`config.mk`:
```
export PLATFORM = sky130hd
export DESIGN_NAME = lbm_bank_pingpong
export DESIGN_NICKNAME = d
export VERILOG_FILES = /design/src/rtl/lbm_bank_pingpong.sv
export SDC_FILE = /design/constraint.sdc
export NUM_CORES = 1
export LEC_CHECK = 0
export CORE_AREA = 5 5 596 598
export DETAILED_ROUTE_END_ITERATION = 8
export DIE_AREA = 0 0 601 603
export PLACE_DENSITY_LB_ADDON = 0.1
export SYNTH_ARGS = -nofsm -noshare
export SYNTH_HDL_FRONTEND = slang
export SYNTH_SLANG_ARGS = --single-unit
```
`constraint.sdc`:
```
create_clock -name m00_axis_aclk -period 3.3 [get_ports m00_axis_aclk]
set_input_delay 0.825 -clock m00_axis_aclk [delete_from_list [all_inputs] [get_ports m00_axis_aclk]]
set_output_delay 0.825 -clock m00_axis_aclk [all_outputs]
set_load 0.005 [all_outputs]
```
`src/rtl/lbm_bank_pingpong.sv`:
```
// Ping-pong ownership of two BRAM banks between the DDR cache side and the LBM solver.
// Define PINGPONG_ERR_CHK_EN to build the sticky protocol-error flag; otherwise err is tied 0.
module lbm_bank_pingpong #(
  parameter int unsigned NCH    = 9,
  parameter int unsigned DW     = 16,
  parameter int unsigned AW     = 12,
  parameter int unsigned RD_LAT = 1
) (
  input  logic                m00_axis_aclk,
  input  logic                m00_axis_areset,
  input  logic [AW-1:0]       cache_addr,
  input  logic                cache_wen,
  input  logic                cache_ren,
  input  logic [NCH*DW-1:0]   cache_wdata,
  output logic [NCH*DW-1:0]   cache_rdata,
  output logic                cache_rvalid,
  input  logic                cache_done,
  output logic                cache_ready,
  input  logic [NCH*AW-1:0]   lbm_addr,
  input  logic [NCH-1:0]      lbm_wen,
  input  logic                lbm_ren,
  input  logic [NCH*DW-1:0]   lbm_wdata,
  output logic [NCH*DW-1:0]   lbm_rdata,
  output logic                lbm_rvalid,
  input  logic                lbm_done,
  output logic                lbm_ready,
  output logic [NCH*AW-1:0]   bankA_addr,
  output logic [NCH-1:0]      bankA_wen,
  output logic [NCH*DW-1:0]   bankA_wdata,
  input  logic [NCH*DW-1:0]   bankA_rdata,
  output logic [NCH*AW-1:0]   bankB_addr,
  output logic [NCH-1:0]      bankB_wen,
  output logic [NCH*DW-1:0]   bankB_wdata,
  input  logic [NCH*DW-1:0]   bankB_rdata,
  output logic                swap_pulse,
  output logic [15:0]         swap_count,
  output logic                err
);

  typedef enum logic [1:0] {FILL, RUN, DRAIN, SWAP} state_e;
  localparam int unsigned CW = (RD_LAT > 1) ? $clog2(RD_LAT) : 1;

  state_e            state_q, state_d;
  logic              sel_q, sel_d;
  logic              cflag_q, cflag_d;
  logic              lflag_q, lflag_d;
  logic [CW-1:0]     dcnt_q, dcnt_d;
  logic [15:0]       swap_cnt_q, swap_cnt_d;
  logic [RD_LAT-1:0] sel_pipe_q, crv_pipe_q, lrv_pipe_q;

  logic [NCH*AW-1:0] c_addr_rep;
  logic [NCH-1:0]    c_wen_g, l_wen_g;

  assign cache_ready = (state_q == FILL) || ((state_q == RUN) && !cflag_q);
  assign lbm_ready   = (state_q == RUN) && !lflag_q;
  assign swap_pulse  = (state_q == SWAP);
  assign swap_count  = swap_cnt_q;

  assign c_addr_rep = {NCH{cache_addr}};
  assign c_wen_g    = {NCH{cache_wen & cache_ready}};
  assign l_wen_g    = lbm_wen & {NCH{lbm_ready}};

  always_comb begin
    state_d    = state_q;
    sel_d      = sel_q;
    cflag_d    = cflag_q;
    lflag_d    = lflag_q;
    dcnt_d     = dcnt_q;
    swap_cnt_d = swap_cnt_q;
    case (state_q)
      FILL: begin
        if (cache_done) begin
          state_d = DRAIN;
          dcnt_d  = '0;
        end
      end
      RUN: begin
        cflag_d = cflag_q | cache_done;
        lflag_d = lflag_q | lbm_done;
        if (cflag_d && lflag_d) begin
          state_d = DRAIN;
          dcnt_d  = '0;
        end
      end
      DRAIN: begin
        // Hold both sides off until reads issued before the lock-out have returned.
        if (dcnt_q == CW'(RD_LAT - 1)) state_d = SWAP;
        else                           dcnt_d  = dcnt_q + 1'b1;
      end
      SWAP: begin
        sel_d      = ~sel_q;
        swap_cnt_d = swap_cnt_q + 16'd1;
        cflag_d    = 1'b0;
        lflag_d    = 1'b0;
        state_d    = RUN;
      end
      default: state_d = FILL;
    endcase
  end

  always_ff @(posedge m00_axis_aclk or posedge m00_axis_areset) begin
    if (m00_axis_areset) begin
      state_q    <= FILL;
      sel_q      <= 1'b0;
      cflag_q    <= 1'b0;
      lflag_q    <= 1'b0;
      dcnt_q     <= '0;
      swap_cnt_q <= '0;
      sel_pipe_q <= '0;
      crv_pipe_q <= '0;
      lrv_pipe_q <= '0;
    end else begin
      state_q       <= state_d;
      sel_q         <= sel_d;
      cflag_q       <= cflag_d;
      lflag_q       <= lflag_d;
      dcnt_q        <= dcnt_d;
      swap_cnt_q    <= swap_cnt_d;
      sel_pipe_q[0] <= sel_q;
      crv_pipe_q[0] <= cache_ren & cache_ready;
      lrv_pipe_q[0] <= lbm_ren & lbm_ready;
      for (int unsigned i = 1; i < RD_LAT; i++) begin
        sel_pipe_q[i] <= sel_pipe_q[i-1];
        crv_pipe_q[i] <= crv_pipe_q[i-1];
        lrv_pipe_q[i] <= lrv_pipe_q[i-1];
      end
    end
  end

  // sel_q=0: cache owns A, solver owns B
  always_comb begin
    bankA_addr  = '0;
    bankA_wen   = '0;
    bankA_wdata = '0;
    bankB_addr  = '0;
    bankB_wen   = '0;
    bankB_wdata = '0;
    if (!m00_axis_areset) begin
      if (!sel_q) begin
        bankA_addr  = c_addr_rep;
        bankA_wen   = c_wen_g;
        bankA_wdata = cache_wdata;
        bankB_addr  = lbm_addr;
        bankB_wen   = l_wen_g;
        bankB_wdata = lbm_wdata;
      end else begin
        bankA_addr  = lbm_addr;
        bankA_wen   = l_wen_g;
        bankA_wdata = lbm_wdata;
        bankB_addr  = c_addr_rep;
        bankB_wen   = c_wen_g;
        bankB_wdata = cache_wdata;
      end
    end
  end

  assign cache_rdata  = sel_pipe_q[RD_LAT-1] ? bankB_rdata : bankA_rdata;
  assign lbm_rdata    = sel_pipe_q[RD_LAT-1] ? bankA_rdata : bankB_rdata;
  assign cache_rvalid = crv_pipe_q[RD_LAT-1];
  assign lbm_rvalid   = lrv_pipe_q[RD_LAT-1];

`ifdef PINGPONG_ERR_CHK_EN
  logic err_q, err_d;

  always_comb begin
    err_d = err_q;
    if ((cache_wen || cache_ren) && !cache_ready) err_d = 1'b1;
    if (((|lbm_wen) || lbm_ren) && !lbm_ready) err_d = 1'b1;
    if (((state_q == DRAIN) || (state_q == SWAP)) && (cache_done || lbm_done)) err_d = 1'b1;
    if ((state_q == RUN) && ((cache_done && cflag_q) || (lbm_done && lflag_q))) err_d = 1'b1;
  end

  always_ff @(posedge m00_axis_aclk or posedge m00_axis_areset) begin
    if (m00_axis_areset) err_q <= 1'b0;
    else                 err_q <= err_d;
  end

  assign err = err_q;
`else
  assign err = 1'b0;
`endif

endmodule
```
# Yosys cells after proc, flatten, opt, wreduce, memory -nomap -nowiden
# Index checks and enable logic that the tools add are counted.
word_totals:
  register_bits: 25
  latchBits: 0
  ram_bits: 0
  mem_bits_ro: 0
  inputBits: 712
  output_inout_bits: 832
  elab_cells: 59
  n_memories: 0
classes:
  add_sub_neg: 2
  multipliers: 0
  div: 0
  order_cmp: 0
  n_eq_ne: 6
  shifts: 0
  mux: 24
  n_bitwise: 7
  reduce_logical: 11
op_table:
  columns: ["op", "n"]
  rows:
  - ["$mux 144", 6]
  - ["$mux 108", 4]
  - ["$mux 9", 4]
  - ["$add 16x1->16 const B", 1]
  - ["$and 9x9->9", 1]
  - ["$pmux 2 s4", 1]
  - ["$mux 2", 3]
  - ["$reduce_and 3->1", 2]
  - ["$eq 2x2->1 const B", 2]
  - ["$ne 2x2->1 const B", 2]
  - ["$pmux 1 s2", 2]
  - ["$and 1x1->1", 3]
  - ["$logic_and 1x1->1", 3]
  - ["$mux 1", 3]
  - ["$pmux 1 s3", 1]
  - ["$reduce_bool 3->1", 1]
  - ["$eq 2x1->1 const B", 1]
  - ["$logic_not 1->1", 2]
  - ["$logic_not 2->1", 1]
  - ["$ne 2x1->1 const B", 1]
  - ["$or 1x1->1", 2]
  - ["$reduce_bool 2->1", 1]
  - ["$add 1x1->1 const B", 1]
  - ["$logic_or 1x1->1", 1]
  - ["$not 1->1", 1]

# Logic depth before layout (Yosys ltp)
logic_depth:
  ltp_word: 6
  ltp_mapped: 6
  ltp_nobuf: 4

# Worst setup path before layout
# No wires, ideal clock.
synth_timing:
  path_kind: "input-to-output"
  start: "input m00_axis_areset"
  end: "output bankA_wen[0]"
  arrival_time_ps: 2062
  required_time_ps: 2475
  slack_ps: 413
  stages: 4
  path_buffers: 1
  cell_sequence: "clkbuf_1 > inv_1 > nand2_1 > a21oi_1"
synth_between:
  elab_chain_cells: 1
synth_lines:
  columns: ["item", "line_no", "rtl"]
  rows:
  - ["start, declared", "10", "input logic m00_axis_areset,"]
  - ["$mux 9", "138", "if (!m00_axis_areset) begin"]
  - ["end, declared", "28", "output logic [NCH-1:0] bankA_wen,"]
# Every way passes these cells.

# Final worst setup path
layout_timing:
  start: "input lbm_addr[90]"
  end: "output bankA_addr[90]"
layout_between:
  elab_chain_cells: 2
layout_lines:
  columns: ["item", "line_no", "rtl"]
  rows:
  - ["start, declared", "19", "input logic [NCH*AW-1:0] lbm_addr,"]
  - ["$mux 108", "139", "if (!sel_q) begin"]
  - ["$mux 108", "138", null]
  - ["end, declared", "27", "output logic [NCH*AW-1:0] bankA_addr,"]
# Every way passes these cells.

==> results_tabular.tex <==
\begin{tabular}{lr}
\hline
Metric & Value \\
\hline
\multicolumn{2}{l}{\textbf{Worst setup path}} \\
\quad Delay of the slowest cell on the worst path & 600 ps \\
\quad Count of buffering cells on the critical path with inverters included & 2 \\
\quad RR Startpoint & swap\_count[2] \\
\quad Critical path startpoint category & primary input \\
\quad Dominant delay contributor by cell family on the critical path & buffers and inverters \\
\quad Critical Path RT & 2470 ps \\
\quad Endpoint type of the worst setup path & output port \\
\quad Top cell by count, worst path & sky130\_fd\_sc\_hd\_\_clkdlybuf4s50\_1 \\
\quad Data arrival at the endpoint of the critical path & 2480 ps \\
\quad Critical Path Fanout Max & 2 \\
\quad Worst reg2reg endpoint & swap\_count[15] \\
\quad Worst Setup Path Type & in -> out \\
\quad Number of cell instances on the worst register-to-register path & 4 \\
\quad Register-to-register setup slack & 1770 ps \\
\quad Critical Path Slowest Stage Cell & sky130\_fd\_sc\_hd\_\_clkdlybuf4s50\_1 \\
\quad Chain of cells forming the critical path & clkdlybuf4s50\_1 > nand2\_1 > a21oi\_1 > clkdlybuf4s50\_1 \\
\multicolumn{2}{l}{\textbf{Timing}} \\
\quad Slew margin rel. & 45.8\% \\
\quad Endpoints failing setup & 1 \\
\quad Final period util & 100\% \\
\quad Unrepaired setup endpoints after global routing & true \\
\quad Clock skew & 3.16 ps \\
\quad Highest Clock Rate & 0.303 GHz \\
\quad Setup TNS after final layout & -0.871 ps \\
\quad Number of pins with negative max-slew slack in the final report & 0 \\
\quad Period minus WS final & 3300 ps \\
\quad Final count of hold timing violations & 0 \\
\quad Transition time at the pin with the least slew margin & 810 ps \\
\quad Final setup slack of the worst path & -0.871 ps \\
\multicolumn{2}{l}{\textbf{Finish}} \\
\quad Proportion of layout cells with a drive suffix above 1 & 19.5\% \\
\quad Final design instance area without fill & 34,300 sq um \\
\quad Final core occ & 9.84\% \\
\quad Final Instance Count excl. Fillers & 7,795 \\
\quad Number of fill cells in the layout & 40,500 \\
\quad Post-layout net count & 3,894 \\
\quad Area added between synthesis and finish & 201\% \\
\multicolumn{2}{l}{\textbf{CTS}} \\
\quad \# clock sinks & 24 \\
\quad Bufs on Longest Clock Path & 2 \\
\quad Clock tree from TritonCTS & built \\
\quad Number of CTS-inserted buffers & 3 \\
\quad Post-CTS Hold Fix Bufs & 0 \\
\quad Clock latency on the worst-skew pair & 270 ps \\
\quad Root buffer cell & sky130\_fd\_sc\_hd\_\_clkbuf\_16 \\
\quad Clock edge transition at the registers on the reported setup and hold paths & 70 ps \\
\quad H-Tree Depth & 1 \\
\multicolumn{2}{l}{\textbf{Global route}} \\
\quad Wire length of the first global-routing pass & 277,000 um \\
\quad Via count of the first global-routing pass & 20,000 \\
\quad All-Layer GR Usage & 12.0\% \\
\quad Final global-route overflow total & 0 \\
\quad Pin count of the biggest net entering global routing & 60 \\
\quad Number of antenna violations at the first check in global routing & 140 \\
\multicolumn{2}{l}{\textbf{Floorplan}} \\
\quad Die outline area & 362,000 sq um \\
\quad Standard-cell row count & 217 \\
\quad Area of the core & 349,000 sq um \\
\quad Boundary Pins & 1,544 \\
\quad Effective utilization at floorplan & 3.27\% \\
\quad DIE HEIGHT & 603 um \\
\quad Die width & 601 um \\
\multicolumn{2}{l}{\textbf{Yosys}} \\
\quad Syn Inst Count & 1,607 \\
\quad Dominant combinational cell family by area after synthesis & multiplexers \\
\quad Post-synthesis compound-gate area fraction & 10.8\% \\
\quad Ys Warns & 0 \\
\quad Simple-Gate Fraction of Synth Area & 22.2\% \\
\quad Synth area leader & sky130\_fd\_sc\_hd\_\_mux2\_2 \\
\quad Yosys top cell area share & 28.5\% \\
\quad Count of flip-flops with a built-in enable after synthesis & 0 \\
\quad Register bit total from synthesis & 24 \\
\quad Combined area of all synthesized cells & 11,400 sq um \\
\quad Parity-gate share of the synthesized area counting xor and xnor cells & 1.23\% \\
\quad Distinct cells, synth & 29 \\
\quad Avg Cell Area, Syn & 7.10 sq um \\
\quad Main synth FF type & sky130\_fd\_sc\_hd\_\_dfrtp\_1 \\
\quad Multiplexer share of the synthesized area & 53.8\% \\
\quad Fraction of the yosys area taken by sequential cells & 5.27\% \\
\quad Most area-consuming cells after synthesis & sky130\_fd\_sc\_hd\_\_mux2\_2, sky130\_fd\_sc\_hd\_\_mux2i\_1, sky130\_fd\_sc\_hd\_\_a21oi\_1 \\
\quad Adder-cell area share of the yosys netlist & 0.110\% \\
\quad FFs w/ async S/R, synth & 100\% \\
\quad Syn\_nets & 2,320 \\
\multicolumn{2}{l}{\textbf{Detailed routing}} \\
\quad DRT antenna net count & 0 \\
\quad Avg WL per Cell & 29.6 um \\
\quad Count of TritonRoute iterations in the first routing pass & 5 \\
\quad DRT met1 WL & 73,000 um \\
\quad Met3 wire len & 14,000 um \\
\quad DRC & 0 \\
\quad Via density per instance & 2.48 \\
\quad Number of vias after detailed routing & 19,300 \\
\quad Total routed wirelength & 230,000 um \\
\quad Total met2 wirelength after detailed routing & 139,000 um \\
\quad Highest metal layer used by the detailed router & met5 \\
\quad Detailed Route Iter0 Violations & 747 \\
\multicolumn{2}{l}{\textbf{Placed design}} \\
\quad Inst Count DP & 7,766 \\
\quad Total of buffers placed on input and output ports & 1,542 \\
\quad DP Area & 33,700 sq um \\
\quad Post-detailed-placement half-perimeter wirelength & 212,000 um \\
\quad Global placement routability congestion & 0.907 \\
\multicolumn{2}{l}{\textbf{Power and ir drop}} \\
\quad Static leakage & 12.6 nW \\
\quad VDD IR-drop max & 0.328 mV \\
\quad Total power divided by cell area & 570 nW/um\^{}2 \\
\multicolumn{2}{l}{\textbf{Run}} \\
\quad Number of maximum-capacitance violations & 0 \\
\multicolumn{2}{l}{\textbf{Min path}} \\
\quad Hold Path Origin & swap\_count[15] \\
\quad End of the worst hold path & swap\_count[15] \\
\quad Worst hold path depth & 1 \\
\quad Path class of the lowest-slack min-delay path & reg -> reg \\
\multicolumn{2}{l}{\textbf{Run status}} \\
\quad Violated checks & negative setup slack \\
\quad Result of the run & complete, but fails checks \\
\hline
\end{tabular}
-- timing repair --
item / CTS / global route
gates resized for setup: 69 / 37
setup endpoints to repair: 93 / 70
endpoints found under the hold margin: 0 / 0
cloned: 3 / 3
buffers inserted: 0 / 3
-- worst max-delay path by stage --
stage,endpoint,cells past startpoint,from
5_1_grt,bankB_wdata[134],6,sel_q
3_3_place_gp,bankB_addr[32],5,cache_addr[8]
6_report,bankA_addr[90],4,lbm_addr[90]
2_1_floorplan,bankA_wen[0],4,m00_axis_areset
3_5_place_dp,bankB_addr[32],5,cache_addr[8]
4_1_cts,bankA_addr[50],7,sel_q
-- registers in the layout (all words and copies together), names as in the netlist --
signal        cells
swap_count       16
state_q           2
cache_rvalid      1
cflag_q           1
lbm_rvalid        1
lflag_q           1
sel_pipe_q        1
sel_q             1
-- Yosys cell counts (2+ instances only) --
master	number
sky130_fd_sc_hd__a21o_1	2
sky130_fd_sc_hd__a21oi_1	237
sky130_fd_sc_hd__and2_1	3
sky130_fd_sc_hd__and3_1	3
sky130_fd_sc_hd__buf_1	16
sky130_fd_sc_hd__buf_2	83
sky130_fd_sc_hd__buf_4	2
sky130_fd_sc_hd__clkbuf_1	65
sky130_fd_sc_hd__dfrtp_1	24
sky130_fd_sc_hd__inv_1	2
sky130_fd_sc_hd__mux2_2	289
sky130_fd_sc_hd__mux2i_1	288
sky130_fd_sc_hd__nand2_1	135
sky130_fd_sc_hd__nand2b_1	120
sky130_fd_sc_hd__nand3_1	6
sky130_fd_sc_hd__nand4_1	6
sky130_fd_sc_hd__nor2_1	300
sky130_fd_sc_hd__xnor2_1	13
sky130_fd_sc_hd__xor2_1	3
-- area by class of cell --
| type | instances | area [sq um] | share of cell area (%) |
|---|---|---|---|
| multi-input combinational | 1415 | 10200 | 29.8 |
| sequential | 24 | 608 | 1.77 |
| clock buffer | 4 | 88.8 | 0.259 |
| antenna | 16 | 40.0 | 0.117 |
| tap | 4599 | 5750 | 16.8 |
| timing repair buffer | 1735 | 17600 | 51.3 |
| inverter | 2 | 7.51 | 0.0219 |
-- cell families after synthesis --
family	count (synthesis)
AO/OA/AOI/OAI	243
adder cells (fa/ha/maj)	1
buffers and inverters	168
other	1
flip-flops	24
XOR/XNOR	16
multiplexers	577
AND/OR/NAND/NOR	577
-- per-layer routing --
metal / vias to the layer above / track usage [%]
met1: 9236 / 10.8
li1: 8736 / -
met2: 1027 / 26.3
met5: - / 0
met3: 275 / 3.07
met4: 34 / 1.51
-- cells in the final DEF (no fill, tap or decap), types with 2 or more instances in the layout --
cell type	count
sky130_fd_sc_hd__buf_16	8
sky130_fd_sc_hd__nand4_1	6
sky130_fd_sc_hd__nand2_2	4
sky130_fd_sc_hd__xnor2_1	13
sky130_fd_sc_hd__buf_8	2
sky130_fd_sc_hd__mux2_2	289
sky130_fd_sc_hd__buf_12	50
sky130_fd_sc_hd__mux2i_4	2
sky130_fd_sc_hd__dlymetal6s2s_1	23
sky130_fd_sc_hd__buf_4	225
sky130_fd_sc_hd__a21oi_4	2
sky130_fd_sc_hd__diode_2	16
sky130_fd_sc_hd__a21oi_2	6
sky130_fd_sc_hd__clkbuf_16	6
sky130_fd_sc_hd__nand2b_2	3
sky130_fd_sc_hd__and2_1	3
sky130_fd_sc_hd__nor2_1	296
sky130_fd_sc_hd__mux2i_1	281
sky130_fd_sc_hd__dlygate4sd2_1	31
sky130_fd_sc_hd__bufbuf_16	3
sky130_fd_sc_hd__nor2_4	4
sky130_fd_sc_hd__and3_1	3
sky130_fd_sc_hd__mux2i_2	5
sky130_fd_sc_hd__a21o_1	2
sky130_fd_sc_hd__clkdlybuf4s50_1	1387
sky130_fd_sc_hd__inv_1	2
sky130_fd_sc_hd__nand2b_1	116
sky130_fd_sc_hd__nand3_1	6
sky130_fd_sc_hd__dfrtp_4	2
sky130_fd_sc_hd__buf_6	2
sky130_fd_sc_hd__a21oi_1	229
sky130_fd_sc_hd__xor2_1	3
sky130_fd_sc_hd__dfrtp_1	22
sky130_fd_sc_hd__nand2_1	130
-- stage by stage --
| step | total power [mW] | hold WS, ps | setup WS, ps |
|---|---|---|---|
| after detailed placement | 19.5 | 476 | -504 |
| after global placement | 19.6 | 469 | -514 |
| after floorplan | 7.17 | 349 | 413 |
| final | 19.6 | 484 | -0.871 |
| after CTS | 20.2 | 486 | -65.8 |
| after global routing | 20.8 | 511 | -40.8 |
-- power by group --
part,leakage [nW],internal [mW],switching (mW),total [mW]
logic,12.2,9.39,9.34,18.7
clock network,0.0443,0.186,0.121,0.307
registers,0.308,0.384,0.128,0.512
total,12.6,9.96,9.59,19.6
-- worst reg2reg max path: stages, from the launching register on --
cell and delay [ps]:
sky130_fd_sc_hd__dfrtp_1 480, sky130_fd_sc_hd__nand4_2 190, sky130_fd_sc_hd__nor4_4 440, sky130_fd_sc_hd__nand4_1 170
sky130_fd_sc_hd__xnor2_1 150
(Power assumes the default switching activity.)
